$ cat src/rtl/pc_unit.sv
// pc_unit -- parametrised fetch-stage program counter.
//
// Generates the instruction fetch address. On every cycle it can advance
// sequentially, take a jump or branch redirect, or take the exception
// vector. It can also hold for a hazard stall. If a jump or branch arrives
// while the PC is stalled, it is kept in a one-entry pending buffer and
// applied once the stall releases.
//
// Ports:
//   i_clk            clock, all state updates on rising edge
//   i_rst            synchronous reset, active-high
//   i_stall          hold current address
//   i_jump_en        jump redirect request (wins over branch)
//   i_jump_target    jump target
//   i_branch_en      taken-branch redirect request
//   i_branch_target  branch target
//   i_exc            exception request (highest priority, ignores stall)
//   o_address        current fetch address, low ALIGN bits always zero
//   o_next_seq       o_address + 2**ALIGN, for the link register
//   o_epc            o_address captured when the last exception was taken
//   o_redirect       o_address holds a non-sequential value this cycle
//   o_misaligned     a loaded jump/branch/pending target had low bits set
module pc_unit #(
    parameter int unsigned       WIDTH      = 32,
    parameter int unsigned       ALIGN      = 2,
    parameter logic [WIDTH-1:0]  RESET_ADDR = 32'h0000_0000,
    parameter logic [WIDTH-1:0]  EXC_ADDR   = 32'h8000_0180
) (
    input  logic             i_clk,
    input  logic             i_rst,
    input  logic             i_stall,
    input  logic             i_jump_en,
    input  logic [WIDTH-1:0] i_jump_target,
    input  logic             i_branch_en,
    input  logic [WIDTH-1:0] i_branch_target,
    input  logic             i_exc,
    output logic [WIDTH-1:0] o_address,
    output logic [WIDTH-1:0] o_next_seq,
    output logic [WIDTH-1:0] o_epc,
    output logic             o_redirect,
    output logic             o_misaligned
);

    localparam logic [WIDTH-1:0] INC        = WIDTH'(1) << ALIGN;
    localparam logic [WIDTH-1:0] LOW_MASK   = INC - WIDTH'(1);
    localparam logic [WIDTH-1:0] RESET_VEC  = RESET_ADDR & ~LOW_MASK;
    localparam logic [WIDTH-1:0] EXC_VEC    = EXC_ADDR & ~LOW_MASK;

    logic             req;
    logic [WIDTH-1:0] sel_t;

    // pend_addr keeps the raw target so misalignment is judged at load time
    logic             pend_vld,  pend_vld_nxt;
    logic [WIDTH-1:0] pend_addr, pend_addr_nxt;

    logic [WIDTH-1:0] address_nxt;
    logic [WIDTH-1:0] epc_nxt;
    logic             redirect_nxt;
    logic             misaligned_nxt;

    assign req        = i_jump_en | i_branch_en;
    assign sel_t      = i_jump_en ? i_jump_target : i_branch_target;
    assign o_next_seq = o_address + INC;

    always_comb begin
        address_nxt    = o_address;
        epc_nxt        = o_epc;
        redirect_nxt   = 1'b0;
        misaligned_nxt = 1'b0;
        pend_vld_nxt   = pend_vld;
        pend_addr_nxt  = pend_addr;

        if (i_exc) begin
            // exception drops both the pending entry and any same-cycle request
            address_nxt  = EXC_VEC;
            epc_nxt      = o_address;
            pend_vld_nxt = 1'b0;
            redirect_nxt = 1'b1;
        end else if (i_stall) begin
            if (req) begin
                pend_vld_nxt  = 1'b1;
                pend_addr_nxt = sel_t;
            end
        end else if (req) begin
            // a live request supersedes a stale pending one
            address_nxt    = sel_t & ~LOW_MASK;
            redirect_nxt   = 1'b1;
            misaligned_nxt = |(sel_t & LOW_MASK);
            pend_vld_nxt   = 1'b0;
        end else if (pend_vld) begin
            address_nxt    = pend_addr & ~LOW_MASK;
            redirect_nxt   = 1'b1;
            misaligned_nxt = |(pend_addr & LOW_MASK);
            pend_vld_nxt   = 1'b0;
        end else begin
            address_nxt = o_address + INC;
        end
    end

    always_ff @(posedge i_clk) begin
        if (i_rst) begin
            o_address    <= RESET_VEC;
            o_epc        <= '0;
            o_redirect   <= 1'b0;
            o_misaligned <= 1'b0;
            pend_vld     <= 1'b0;
            pend_addr    <= '0;
        end else begin
            o_address    <= address_nxt;
            o_epc        <= epc_nxt;
            o_redirect   <= redirect_nxt;
            o_misaligned <= misaligned_nxt;
            pend_vld     <= pend_vld_nxt;
            pend_addr    <= pend_addr_nxt;
        end
    end

endmodule

$ cat config.mk
export PLATFORM = sky130hd
export DESIGN_NAME = pc_unit
export DESIGN_NICKNAME = d
export VERILOG_FILES = /design/src/rtl/pc_unit.sv
export SDC_FILE = /design/constraint.sdc
export NUM_CORES = 1
export LEC_CHECK = 0
export ABC_AREA = 0
export CORE_MARGIN = 2
export CORE_UTILIZATION = 51
export CTS_CLUSTER_DIAMETER = 40
export CTS_CLUSTER_SIZE = 12
export DETAILED_ROUTE_END_ITERATION = 7
export PLACE_DENSITY = 0.89
export SKIP_CTS_REPAIR_TIMING = 1
export SLEW_MARGIN = 5
export SYNTH_ARGS = -nofsm -noshare
export SYNTH_HDL_FRONTEND = slang
export SYNTH_SLANG_ARGS = --single-unit
$ cat constraint.sdc
create_clock -name i_clk -period 4.86 [get_ports i_clk]
set_clock_uncertainty 0.2 [all_clocks]
set_input_delay 0.729 -clock i_clk [delete_from_list [all_inputs] [get_ports i_clk]]
set_output_delay 0.729 -clock i_clk [all_outputs]
set_load 0.02 [all_outputs]
==> results of run 1 <==
==> how the worst max path moves through the flow <==
| stage | start | slack, ns | end | cells after the start |
|---|---|---|---|---|
| 2_1_floorplan | o_address[2]$_SDFFE_PP0N_ | 1.92 | o_next_seq[30] | 6 |
| 5_1_grt | o_address[4]$_SDFFE_PP0N_ | 0.75 | o_next_seq[29] | 5 |
| 3_5_place_dp | i_branch_en | 1.26 | o_address[27]$_SDFFE_PP0N_ | 5 |
| 6_report | o_address[5]$_SDFFE_PP0N_ | 0.90 | o_next_seq[31] | 5 |
| 4_1_cts | o_address[2]$_SDFFE_PP0N_ | 0.96 | o_next_seq[28] | 7 |
| 3_3_place_gp | i_branch_en | 1.33 | o_address[27]$_SDFFE_PP0N_ | 5 |
==> placed cells by master, fill, tap and decap left out, drive strengths merged, types with 5 or more instances in the layout <==
cell,Yosys,routed
mux2i,59,59
a31oi,6,6
nand2,43,43
xnor2,22,22
o22ai,5,5
buf,28,11
nor2,95,95
dfxtp,99,99
clkbuf,32,15
nand2b,8,8
and4,7,7
a21oi,35,35
nand4,11,11
a221oi,16,16
a211oi,26,26
a311oi,7,7
a221o,11,11
nor3,12,12
o21ai,31,31
nand3,20,20
o21a,5,5
clkdlybuf4s50,0,164
inv,6,6
==> cells by family (layout without fill, tap and decap cells) <==
family          count (synthesis)  in the layout
compound gates                162            162
xor+xnor                       26             26
fa+ha+maj                       1              1
buf+inv                        66            197
flops                          99             99
mux                            59             59
simple gates                  217            217
==> worst register-to-register path, delay by kind of cell, from the launching register on <==
| kind | cells | cell delay (ns) |
|---|---|---|
| flip-flops | 1 | 0.57 |
| buffers and inverters | 1 | 0.35 |
| AO/OA/AOI/OAI | 3 | 0.59 |
| AND/OR/NAND/NOR | 1 | 0.78 |
==> state kept, by name (all words and copies together) (netlist names) <==
| register | flops |
|---|---|
| pend_vld | 1 |
| o_redirect | 1 |
| pend_addr | 32 |
| o_epc | 32 |
| o_address | 32 |
| o_misaligned | 1 |
==> report_power, final <==
part	internal [µW]	leakage, µW	total, µW	switching [µW]
Clock	282	0.000104	562	281
Combinational	174	0.00179	361	188
Sequential	846	0.000808	887	40.3
==> final cells by class <==
class | count | area [µm²]
multi-input combinational | 465 | 3040
sequential | 99 | 1980
inverter | 6 | 22.5
tap | 136 | 170
timing repair buffer | 175 | 1720
fill | 811 | 3050
clock buffer | 15 | 176
clock inverter | 1 | 30.0
==> stage by stage <==
stage,power [µW],instance area (µm²),instances,hold WS [ns],setup slack [ns]
after global placement,1250,6930,881,0.252,1.33
after detailed placement,1260,6930,881,0.259,1.26
after global routing,1880,7130,897,0.318,0.747
final,1810,7130,897,0.268,0.901
after floorplan,1090,5290,630,0.240,1.92
after CTS,1800,7130,897,0.274,0.960
==> per-layer routing <==
metal / up-vias / wire length (µm) / track usage, %
met5: - / 0 / 0
met4: 0 / 384 / 11.4
met3: 41 / 1420 / 4.82
met2: 317 / 7960 / 48.4
met1: 2599 / 7050 / 39.4
li1: 2539 / - / -
==> impl_metrics.toml, run 1 <==
[clock_network]
path_clk_slew_ns = 0.10
cts_tree = "built"
htreeDepth = 3
root_buffer = "clkbuf_8"
cts-buffers-inserted = 9
clock_latency_ns = 0.37
ctsLongestPathBuffers = 2
clock-sinks = 99

[floorplanning]
die_h_um = 106
initial_core_util_pct = 51.9
ioPinCount = 168
dieArea_um2 = 11200
row_count = 37
die_x_um = 106
coreArea_um2 = 10200

[route]
dr.pass1.iters = 6
avgRoutedWirePerCell_um = 18.7
drt-vias-per-instance = 6.13
ant_nets = 0
drtIter0Drc = 566
drc = 0
num_vias = 5496
wl_mm = 16.8

[critical_path]
cpMaxStageDelayCell = "clkdlybuf4s50_1"
reg2reg_setup_slack_ns = 2.32
cp.required_ns = 3.93
critPathTopFamily = "simple AND/OR/NAND/NOR gates"
crit_buf_inv = 1
path_common_cell = "nand4_1"
crit_fanout = 9
cp.arrival_ns = 3.03
reg2reg_depth = 5
cp-end-kind = "output pin"
path_cells = "nand4_1 -> nor3_4 -> nand4_1 -> xnor2_1 -> clkdlybuf4s50_1"
r2r_end = "o_address[23]$_SDFFE_PP0N_"
r2r_start = "pend_vld$_SDFFE_PP0N_"
startpoint_type = "flop"
path_class = "flop to output pin"
crit_path_max_incr_delay_ns = 0.64

[cells_and_area]
antenna_cells = 0
utilization_pct = 70.0
drive_above_1_share_pct = 5.65
layout.nets = 827
syn_to_final_growth_pct = 34.9

[grt]
grtUsageTotal_pct = 29.7
grt_pass1_wl_mm = 26.6
grt_pass1_vias = 5240
gr-total-overflow = 0
antenna_found_initial = 0
grt_max_degree = 49

[logic_synthesis]
synth.top_cells.by_count = "dfxtp_1 (99), nor2_1 (95), mux2i_1 (59)"
synth_top_family_by_area = "compound AO/OA/AOI/OAI gates"
synth.distinct_cells = 54
yosysMostFrequentCell = "dfxtp_1"
synth_xor_xnor_area_share_pct = 4.31
syn_nets = 701
async_flop_share_pct = 0
synth_area_leaders = "dfxtp_1 (37%), mux2i_1 (11%), nor2_1 (6.7%)"
avgSynthCellArea_um2 = 8.39
synth-edff-count = 0
synthMuxAreaShare_pct = 11.2
synth_top_area_cell = "dfxtp_1"
synthAdderAreaFrac_pct = 0.237
synth_warnings = 0
synth_top_area_share_pct = 37.5
synthSimpleGateAreaFrac_pct = 20.3
netlist_instances = 630
synth_ff_type = "dfxtp_1"
synth_compound_area_share_pct = 21.3
ys_ff_latch = 99
synth.cell_area_um2 = 5290
synth_sequential_area_ratio_pct = 37.5

[timing]
slew_violations = 0
period_share_pct = 81.5
min_period_ns = 3.96
clock.fmax_mhz = 253
tns_ns = 0
hold_viol_final = 0
worst_slew_pin_slew_ns = 1.17
grt_setup_unrepaired = "no"
setup_viol = 0
slew_headroom_pct = 22.0

[min_path]
hold_start = "pend_addr[21]$_SDFFE_PP0P_"
holdPathStages = 2
min_to = "o_address[21]$_SDFFE_PP0N_"
hold_class = "flop to flop"

[placement]
portBuffers = 167
place_hpwl_mm = 11.8
place_congestion = 0.966

[power]
powerDensity_nw_per_um2 = 254
ir_drop_mv = 0.127
p_leak_uw = 0.00270

[job]
cap_violations = 0

[status]
status = "finished clean"
No activity file was read; power rests on OpenSTA's default activity.
==> run 2: changes to the inputs <==
- CORE_UTILIZATION: 51 -> 42
- PLACE_DENSITY: 0.89 -> 0.78
- clock period: 4.86 -> 3.2 ns (I/O delays scaled with it)
==> impl_metrics.toml, run 2 (synthesis results as in run 1) <==
[route]
wl_mm = 17.4
drc = 0
ant_nets = 0
dr.pass1.iters = 5
drt-vias-per-instance = 5.81
num_vias = 5562
drtIter0Drc = 444
avgRoutedWirePerCell_um = 18.2

[power]
swShare_pct = 26.6
p_leak_uw = 0.00311
p_int_uw = 2270
powerDensity_nw_per_um2 = 408
clkPwrFrac_pct = 37.8
ir_drop_mv = 0.210
p_seq_share_pct = 43.1
netSwitchingPower_uw = 823
combPwrFrac_pct = 19.1

[grt]
grt_max_degree = 45
gr-total-overflow = 0
grt_pass1_vias = 5140
antenna_found_initial = 0
grtUsageTotal_pct = 25.2
grt_pass1_wl_mm = 26.7

[timing]
period_share_pct = 97.0
grt_setup_unrepaired = "no"
clock.fmax_mhz = 322
hold_viol_final = 0
timing.final.ws_setup_ns = 0.0974
worst_slew_pin_slew_ns = 0.694
slew_headroom_pct = 53.6
slew_violations = 0
tns_ns = 0
min_period_ns = 3.10
setup_viol = 0

[placement]
place_ws_ns = 0.263
place_congestion = 0.883
place_hpwl_mm = 12.6
postPlaceCellArea_um2 = 7180
dp_cells = 940
portBuffers = 167

[clock_network]
clock-sinks = 99
root_buffer = "clkbuf_16"
ctsLongestPathBuffers = 2
htreeDepth = 3
path_clk_slew_ns = 0.07
clock_latency_ns = 0.35
cts_tree = "built"
cts-buffers-inserted = 9

[cells_and_area]
syn_to_final_growth_pct = 43.4
stdcell_count = 958
antenna_cells = 0
fin_area_um2 = 7580
layout.nets = 857
utilization_pct = 62.3
layout_common_cells = "clkdlybuf4s50_1 (153), dfxtp_1 (95), nor2_1 (94)"
drive_above_1_share_pct = 10.3
final_common_cell = "clkdlybuf4s50_1"
reg.largest.list = "o_address x32, o_epc x32, pend_addr x32"

[floorplanning]
die_x_um = 116
ioPinCount = 168
row_count = 40
die_h_um = 116
initial_core_util_pct = 43.5
dieArea_um2 = 13500
coreArea_um2 = 12200

[critical_path]
startpoint_type = "flop"
cp.arrival_ns = 2.42
reg2reg_setup_slack_ns = 0.81
crit_fanout = 9
cp.required_ns = 2.52
path_class = "flop to output pin"
cp-end-kind = "output pin"

[job]
cap_violations = 0

[min_path]
hold_class = "flop to flop"

[status]
status = "finished clean"
==> run 2: routing by layer <==
layer	GRT usage, %	vias to the layer above	part of all wire (%)
li1	-	2599	-
met1	34.1	2620	42
met2	40.3	296	48
met3	3.53	47	7.6
met4	11.3	0	3.0
met5	0	-	0
==> run 2: worst max-delay path, cell delays in order (launching register included) <==
cell	delay (ns)
dfxtp_1	0.44
nand4_1	0.23
nor3_4	0.26
buf_12	0.15
and4_1	0.25
xnor2_1	0.12
clkdlybuf4s50_1	0.62
==> run 2: area by class of cell <==
type                    instances  area, µm²
clock buffers                  10        239
clock inverters                 5       77.6
fillers                      1054       4580
inverters                       6       22.5
multi-input cells             465       3050
flip-flops and latches         99       1990
well taps                     168        210
repair buffers                205       1990
==> run 2: final timing paths <==
kind	from	to	depth (start not counted)
worst max-delay path	o_address[13]$_SDFFE_PP0N_	o_next_seq[17]	6
worst min-delay path	pend_addr[20]$_SDFFE_PP0P_	o_address[20]$_SDFFE_PP0N_	2
worst max register to register	pend_vld$_SDFFE_PP0N_	o_address[27]$_SDFFE_PP0N_	5
worst min register to register	pend_addr[20]$_SDFFE_PP0P_	o_address[20]$_SDFFE_PP0N_	2
==> run 2: per-stage QoR <==
step / power, µW / hold slack (ns)
2_1_floorplan: 1660 / 0.240
3_3_place_gp: 1920 / 0.253
3_5_place_dp: 1940 / 0.256
4_1_cts: 3100 / 0.268
5_1_grt: 3190 / 0.282
6_report: 3090 / 0.267
==> run 2: power groups by stage <==
stage / registers, µW / logic [µW] / clock network (µW)
floorplan: 1380 / 280 / 0
global placement: 1350 / 571 / 0
detailed placement: 1360 / 583 / 0
CTS: 1330 / 586 / 1180
global route: 1340 / 630 / 1230
finish: 1330 / 591 / 1170
